### src/rtl/if_id_pkg.sv
// Shared types and constants for the IF/ID pipeline register and its slots.
package if_id_pkg;

    typedef struct packed {
        logic [31:0] pc;
        logic [31:0] instr;
    } if_id_payload_t;

    typedef enum logic [1:0] {
        EMPTY = 2'd0,
        ONE   = 2'd1,
        FULL  = 2'd2
    } if_id_state_t;

    localparam logic [31:0] NOP_INSTR = 32'h0000_0013;

endpackage

### src/rtl/if_id_slot.sv
// Load-enabled PC/instruction holding register with a parameterised
// asynchronous reset value.
module if_id_slot
    import if_id_pkg::*;
#(
    parameter logic [31:0] RESET_PC    = 32'h0,
    parameter logic [31:0] RESET_INSTR = 32'h0
) (
    input  logic        clk,
    input  logic        reset,
    input  logic        load,
    input  logic [31:0] pc_d,
    input  logic [31:0] instr_d,
    output logic [31:0] pc_q,
    output logic [31:0] instr_q
);

    if_id_payload_t data;

    always_ff @(posedge clk or posedge reset) begin
        if (reset) begin
            data.pc    <= RESET_PC;
            data.instr <= RESET_INSTR;
        end else if (load) begin
            data.pc    <= pc_d;
            data.instr <= instr_d;
        end
    end

    assign pc_q    = data.pc;
    assign instr_q = data.instr;

endmodule

### src/rtl/if_id_skid.sv
// IF/ID pipeline register with a two-entry skid buffer (main + skid slot).
// Define IF_ID_STALL_CNT_EN to add the saturating stall_cnt output.
module if_id_skid
    import if_id_pkg::*;
#(
    parameter int CNT_W = 16
) (
    input  logic             clk,
    input  logic             reset,
    input  logic [31:0]      pc_in,
    input  logic [31:0]      instr_in,
    input  logic             in_valid,
    output logic             in_ready,
    input  logic             flush,
    output logic             out_valid,
    input  logic             out_ready,
    output logic [31:0]      pc_out,
    output logic [31:0]      instr_out,
    output logic [31:0]      pc_plus4_out
`ifdef IF_ID_STALL_CNT_EN
    ,
    output logic [CNT_W-1:0] stall_cnt
`endif
);

    if_id_state_t state;
    if_id_state_t next_state;

    logic        in_xfer;
    logic        out_xfer;
    logic        load_main;
    logic        load_skid;
    logic        main_from_skid;
    logic [31:0] skid_pc;
    logic [31:0] skid_instr;
    logic [31:0] main_pc_d;
    logic [31:0] main_instr_d;

    assign out_valid = (state != EMPTY);
    assign in_xfer   = in_valid & in_ready;
    assign out_xfer  = out_valid & out_ready;

    always_ff @(posedge clk or posedge reset) begin
        if (reset) begin
            state    <= EMPTY;
            in_ready <= 1'b1;
        end else begin
            state    <= next_state;
            in_ready <= (next_state != FULL);
        end
    end

    // Flush wins over everything and leaves the slots untouched, so the
    // outputs keep their last values while out_valid is low.
    always_comb begin
        next_state     = state;
        load_main      = 1'b0;
        load_skid      = 1'b0;
        main_from_skid = 1'b0;
        if (flush) begin
            next_state = EMPTY;
        end else begin
            case (state)
                EMPTY: begin
                    if (in_xfer) begin
                        next_state = ONE;
                        load_main  = 1'b1;
                    end
                end
                ONE: begin
                    if (in_xfer && out_xfer) begin
                        load_main = 1'b1;
                    end else if (in_xfer) begin
                        next_state = FULL;
                        load_skid  = 1'b1;
                    end else if (out_xfer) begin
                        next_state = EMPTY;
                    end
                end
                FULL: begin
                    if (out_xfer) begin
                        next_state     = ONE;
                        load_main      = 1'b1;
                        main_from_skid = 1'b1;
                    end
                end
                default: next_state = EMPTY;
            endcase
        end
    end

    assign main_pc_d    = main_from_skid ? skid_pc    : pc_in;
    assign main_instr_d = main_from_skid ? skid_instr : instr_in;

    if_id_slot #(
        .RESET_PC    (32'h0),
        .RESET_INSTR (NOP_INSTR)
    ) u_main (
        .clk     (clk),
        .reset   (reset),
        .load    (load_main),
        .pc_d    (main_pc_d),
        .instr_d (main_instr_d),
        .pc_q    (pc_out),
        .instr_q (instr_out)
    );

    if_id_slot #(
        .RESET_PC    (32'h0),
        .RESET_INSTR (32'h0)
    ) u_skid (
        .clk     (clk),
        .reset   (reset),
        .load    (load_skid),
        .pc_d    (pc_in),
        .instr_d (instr_in),
        .pc_q    (skid_pc),
        .instr_q (skid_instr)
    );

    assign pc_plus4_out = pc_out + 32'd4;

`ifdef IF_ID_STALL_CNT_EN
    // Counts back-pressure cycles; only reset clears it, flush does not.
    always_ff @(posedge clk or posedge reset) begin
        if (reset) begin
            stall_cnt <= '0;
        end else if (out_valid && !out_ready && (stall_cnt != {CNT_W{1'b1}})) begin
            stall_cnt <= stall_cnt + 1'b1;
        end
    end
`endif

endmodule

### config.mk
export PLATFORM = sky130hd
export DESIGN_NAME = if_id_skid
export DESIGN_NICKNAME = d
export VERILOG_FILES = /design/src/rtl/if_id_pkg.sv /design/src/rtl/if_id_slot.sv /design/src/rtl/if_id_skid.sv
export SDC_FILE = /design/constraint.sdc
export NUM_CORES = 1
export LEC_CHECK = 0
export BUFFER_PORTS_ARGS = -buffer_cell sky130_fd_sc_hd__buf_2
export CORE_UTILIZATION = 45
export DETAILED_ROUTE_END_ITERATION = 8
export PLACE_DENSITY = 0.69
export SLEW_MARGIN = 20
export SYNTH_ARGS = -nofsm -noshare
export SYNTH_HDL_FRONTEND = slang
export SYNTH_HIERARCHICAL = 1
export SYNTH_SLANG_ARGS = --single-unit
export TNS_END_PERCENT = 1
### constraint.sdc
create_clock -name clk -period 3.9 [get_ports clk]
set_input_delay 0.39 -clock clk [delete_from_list [all_inputs] [get_ports clk]]
set_output_delay 0.39 -clock clk [all_outputs]
set_load 0.005 [all_outputs]
==> results.md, run 1 <==
* Status: finished clean
* Met3 wire length at 975 um
* Ratio of cells with drive above 1 in the final layout at 55.5%
* Starting Density at 46.1%
* Kind of critical path: flip-flop to output port
* Routed Antenna Nets at 0
* Crit-path max cell delay at 430 ps
* CTS tree: yes
* P_sw at 1.24 mW
* Least-Margin Pin Slew at 859 ps
* Pins over their slew limit at 0
* Root Driver: clkbuf_16
* Max Cap Viol at 0
* Hold Crit Class: primary input to flip-flop
* Initial antenna violation count at 0
* Port Buf Inserts at 166
* Largest net degree at the start of global routing at 65
* H-tree depth at 4
* Fin Hold WS at 198 ps
* Synth top area share at 45.6%
* Vias/cell at 5.24
* Worst setup SP type: flip-flop
* Vias at 4,299
* Layout Nets at 690
* Max FO, Critical Path at 7
* Yosys cell types at 36
* TritonCTS Buffers at 17
* Final hold vios at 0
* Total Routing Usage GR at 19.6%
* Dpl cell area at 0.00778 sq mm
* Clk_lat worst skew at 410 ps
* Post-CTS resize count at 0
* Hold wc startpoint: out_ready
* CP Capture Type: output port
* Die Area at 0.0160 sq mm
* Commonest non-fill, non-tap cell in the layout: buf_2
* DRC Markers at 0
* Std-Cell Rows at 45
* Peak VDD IR at 0.000324 V
* Area contributors post-synth: dfrtp_1 46%, mux2_4 26%, mux2_1 10%
* Placer Congestion at 0.787
* Max Buffers Root-to-Sink at 2
* Crit share post-route at 65.9%
* Worst R2R Path Depth at 5
* Place WS at 1750 ps
* Comb pwr share at 22.5%
* Area growth, synth to finish at 20.1%
* Synth warnings at 6
* Dpl hpwl at 9710 um
* Synthesis-stage register bit count at 131
* Met1 Wirelength at 6720 um
* Hold path endpoint: state[1]
* Min Tclk post-route at 2570 ps
* Seq/Total Area, Yosys at 47.1%
* Hold path depth at 2
* Final setup violation count at 0
* Top routing layer in use: met4
* WP data required at 3510 ps
* Flop-to-flop setup slack at 1790 ps
* Reg clk slew, reported paths at 60 ps
* Setup TNS at 0 ps
* Reg area at 0.00328 sq mm
* DIE WIDTH at 127 um
* Sw Share at 26.9%
* Mapped Area at 0.00698 sq mm
* Syn Area/Cell at 15.5 sq um
* Total wire length at 14,900 um
* WL met2 at 7000 um
* Fmax at 389 MHz
* Clk pwr share at 34.2%
* Max-Slew Margin vs Limit at 42.7%
* Sequential power share at 43.2%
* Arrival @ worst endpoint at 2180 ps
* Internal cell power at 3.38 mW
* Clock Skews at 6.30 ps
* Worst R2R Start: state[0]
* RSZ-0062 raised after global routing: no
* # fillers at 1,279
* Cells after Synth at 451
* Post-route cell area at 0.00838 sq mm
* CP max-delay cell: dfrtp_1
* Sink Count at 131
* Wirelength per Cell at 18.1 um
* Drt first pass iters at 4
* Die Y at 127 um
* Layout Cells excl Fill at 821
* PD cells at 551 mW/mm^2
* 1st-iter DRT viols at 179
* Placed Cells at 788
* Antenna Cells at 0
* Area of the core at 0.0151 sq mm
* Worst r2r dst: u_main/pc_q[16]
* Most frequent cells in the layout: 166 x buf_2, 127 x dfrtp_1, 120 x mux2_4
* Global-route wire length before repair at 24,300 um
* Vias in the first global route at 4,651
* I/O pin total at 167
* Leakage at 3.93 nW
* Critical-path cell list: ha_1, nand3_1, nor2_4, nor4b_2, xor2_1, buf_2
* Area leader, netlist: dfrtp_1
* Fin worst setup slack at 1330 ps
* Area of the multi-input gates at 0.00334 sq mm
* Synthesized Nets at 521
* Gr ovfl total at 0
[how the worst max path moves through the flow]
stage	cells past startpoint	slack, ps	startpoint	end
2_1_floorplan	1	1910	reset	u_skid/instr_q[0]
3_3_place_gp	6	1750	u_main/pc_q[2]	pc_plus4_out[22]
3_5_place_dp	6	1750	u_main/pc_q[2]	pc_plus4_out[22]
4_1_cts	6	1300	u_main/pc_q[2]	pc_plus4_out[22]
5_1_grt	6	1150	u_main/pc_q[2]	pc_plus4_out[22]
6_report	6	1330	u_main/pc_q[2]	pc_plus4_out[22]
[synth_stat cells, drive strengths merged]
cell type / n
or2: 1
dfstp: 4
and3: 3
nor4: 3
a211oi: 1
o21a: 1
a211o: 1
dfrtp: 127
nand4: 13
ha: 1
nand2b: 2
xor2: 9
nor3: 4
mux2: 192
inv: 5
nand2: 12
nor4b: 1
and2: 1
xnor2: 20
nand3b: 1
nand3: 14
nor2: 11
a21oi: 1
buf: 23
[power groups by stage]
stage / sequential [mW] / combinational (mW) / clock, mW
finish: 2.00 / 1.04 / 1.58
global route: 2.04 / 1.13 / 1.68
CTS: 2.00 / 1.05 / 1.62
detailed placement: 2.01 / 1.05 / 0
global placement: 1.99 / 1.02 / 0
floorplan: 1.95 / 0.727 / 0
[flip-flops by register name, indices dropped and copies added, names as in the netlist]
| name | cells |
|---|---|
| in_ready | 1 |
| state | 2 |
| u_main/instr_q | 32 |
| u_main/pc_q | 32 |
| u_skid/instr_q | 32 |
| u_skid/pc_q | 32 |
[per-layer routing]
| layer | up-vias | GRT usage [%] |
|---|---|---|
| li1 | 1945 | - |
| met1 | 2191 | 25.5 |
| met2 | 144 | 31.2 |
| met3 | 19 | 6.16 |
| met4 | 0 | 5.81 |
| met5 | - | 0 |
[through the flow]
stage               total power, mW  util, %
floorplan                      2.67        -
global placement               3.01     51.4
detailed placement             3.05     51.4
CTS                            4.67     55.3
global route                   4.85     55.3
finish                         4.62     55.3
[cell families (layout without fill, tap and decap cells)]
family | after synthesis | after routing | synth area share, %
DFF | 131 | 131 | 47.1
xor gates and xnor gates | 29 | 29 | 3.64
buffers and inverters | 28 | 210 | 5.29
muxes | 192 | 192 | 37.5
and+or+nand+nor | 66 | 66 | 5.96
adders and majority gates | 1 | 1 | 0.179
AOI/OAI and AO/OA | 4 | 4 | 0.413
[final cells by class]
class	instances	area share, %
clock buffer	20	5.45
clock inverter	12	1.58
sequential	131	39.2
timing repair buffer	173	10.9
multi-input combinational	292	39.9
tap	188	2.81
inverter	5	0.254
[repair_timing]
action                                  4_1_cts  5_1_grt
setup buffers                                 0        0
hold buffers                                  1        0
endpoints found under the setup margin        0        0
endpoints found under the hold margin         2        0
[critical path, delay by kind of cell, from the launching register on]
family | cells | cell delay [ps]
flops | 1 | 430
simple gates | 3 | 740
fa+ha+maj | 1 | 250
buf+inv | 1 | 140
xor+xnor | 1 | 200
Power figures use the tool's default switching activity.
==> inputs of run 2 (changes only) <==
clock period = 2.39 ns   (was 3.9 ns; I/O delays follow)
==> run 2 against run 1 <==
Effect of this change:
- combinational power rose by 66%
- highest routed layer unchanged
- total power rose by 77%
- non-clock buffer count rose by 7
- clock skew barely moved
- first-iteration DRC count fell by 16%
==> results.md, run 2 (synthesis results as in run 1) <==
* Root Driver: clkbuf_16
* Max Cap Viol at 0 (unchanged)
* Most frequent cells in the layout: 166 x buf_2, 127 x dfrtp_1, 120 x mux2_4
* Area growth, synth to finish at 23.9%
* Peak VDD IR at 0.000532 V (+65%)
* Final Util at 57.1% (+1.8 points)
* TritonCTS Buffers at 17 (unchanged)
* Area of the multi-input gates at 0.00336 sq mm (+0.67%)
* Final setup violation count at 0 (unchanged)
* Max Buffers Root-to-Sink at 2 (unchanged)
* Die Area at 0.0160 sq mm (unchanged)
* Vias in the first global route at 4,697 (+0.99%)
* Max FO, Critical Path at 9 (+2)
* Commonest non-fill, non-tap cell in the layout: buf_2
* 1st-iter DRT viols at 151 (-16%)
* Total power at 8.19 mW (+77%)
* Placer Congestion at 0.790 (+0.43%)
* Routed Antenna Nets at 0 (unchanged)
* Max-Slew Margin vs Limit at 73.1% (+30 points)
* Global-route wire length before repair at 25,200 um (+3.5%)
* Crit share post-route at 98.1%
* Hold Crit Class: primary input to flip-flop
* Wirelength per Cell at 18.5 um (+2.2%)
* DIE WIDTH at 127 um (unchanged)
* Std-Cell Rows at 45 (unchanged)
* Reg area at 0.00328 sq mm (unchanged)
* Pins over their slew limit at 0 (unchanged)
* WP data required at 2150 ps (-1360 ps)
* Dpl hpwl at 10000 um (+3.0%)
* Gr ovfl total at 0 (unchanged)
* Starting Density at 46.1% (unchanged)
* Fin Hold WS at 46.6 ps (-151 ps)
* Worst setup SP type: flip-flop
* DRC Markers at 0 (unchanged)
* Kind of critical path: flip-flop to output port
* Vias at 4,386 (+2.0%)
* Final hold vios at 0 (unchanged)
* CP Capture Type: output port
* Min Tclk post-route at 2340 ps
* Status: finished clean
* Largest net degree at the start of global routing at 65 (unchanged)
* # fillers at 1,224 (-4.3%)
* H-tree depth at 4 (unchanged)
* Total Routing Usage GR at 20.4% (+0.86 points)
* Port Buf Inserts at 166 (unchanged)
* Arrival @ worst endpoint at 2110 ps (-70 ps)
* Clk_lat worst skew at 430 ps (+20 ps)
* Sink Count at 131 (unchanged)
* Place WS at 396 ps (-1350 ps)
* Clock Skews at 6.22 ps (-0.0808 ps)
* Die Y at 127 um (unchanged)
* I/O pin total at 167 (unchanged)
* Antenna Cells at 0 (unchanged)
* RSZ-0062 raised after global routing: yes
* Leakage at 4.07 nW (+3.5%)
* Total wire length at 15,300 um (+3.0%)
* Layout Nets at 697 (+1.0%)
* PD cells at 947 mW/mm^2 (+72%)
* Reg clk slew, reported paths at 60 ps (about the same)
* Least-Margin Pin Slew at 403 ps (-456 ps)
* Fmax at 427 MHz
* Fin worst setup slack at 45.8 ps (-1280 ps)
* Area of the core at 0.0151 sq mm (unchanged)
* CTS tree: yes
* Initial antenna violation count at 0 (unchanged)
* Ratio of cells with drive above 1 in the final layout at 56.4% (+0.96 points)
* Drt first pass iters at 4 (unchanged)
* Vias/cell at 5.30 (+1.2%)
* Flop-to-flop setup slack at 400 ps (-1390 ps)
[run 2: worst paths after layout]
check | startpoint | cells after the start | end
min in group asynchronous | reset | 3 | state[0]
min reg2reg | u_skid/instr_q[26] | 1 | u_skid/instr_q[26]
max in group asynchronous | reset | 4 | u_skid/pc_q[12]
max | u_main/pc_q[15] | 6 | pc_plus4_out[28]
max reg2reg | state[0] | 5 | u_main/instr_q[31]
min | out_ready | 2 | state[1]
[run 2: cell type report]
type / count / share of cell area (%)
clock buffer: 18 / 5.08
sequential: 131 / 38.0
clock inverter: 14 / 3.26
inverter: 5 / 0.217
timing repair buffer: 180 / 11.9
multi-input combinational: 292 / 38.9
tap: 188 / 2.72
[run 2: critical path: stages (launching register included)]
cell and delay [ps]:
dfrtp_1 540, nand4_1 220, nor4_4 290, buf_4 200, nand4_1 120, xnor2_1 170, buf_2 140
[run 2: report_power, final]
group | leakage (nW) | total [mW] | internal (mW) | switching, mW
Sequential | 1.57 | 3.26 | 2.79 | 0.464
Combinational | 2.16 | 1.73 | 1.14 | 0.587
Clock | 0.342 | 3.20 | 2.19 | 1.01
[run 2: metrics by stage]
stage | area (sq um) | setup TNS [ps] | instances
6_report | 8650 | 0 | 828
5_1_grt | 8650 | -24.2 | 828
4_1_cts | 8600 | 0 | 826
3_5_place_dp | 7850 | 0 | 791
3_3_place_gp | 7850 | 0 | 791
2_1_floorplan | 6980 | 0 | 451
[run 2: timing repair]
action,4_1_cts,5_1_grt
pin swaps,1,2
endpoints found under the hold margin,79,0
resized for setup,1,3
buffers inserted,2,2
setup endpoints to repair,2,15
hold buffers,1,0
[run 2: layer usage]
layer	part of all wire, %	up-vias	global-route usage [%]
met4	1.8	0	7.94
met5	0	-	0
met3	5.9	23	5.78
met2	47	132	32.7
met1	45	2254	26.3
li1	-	1977	-
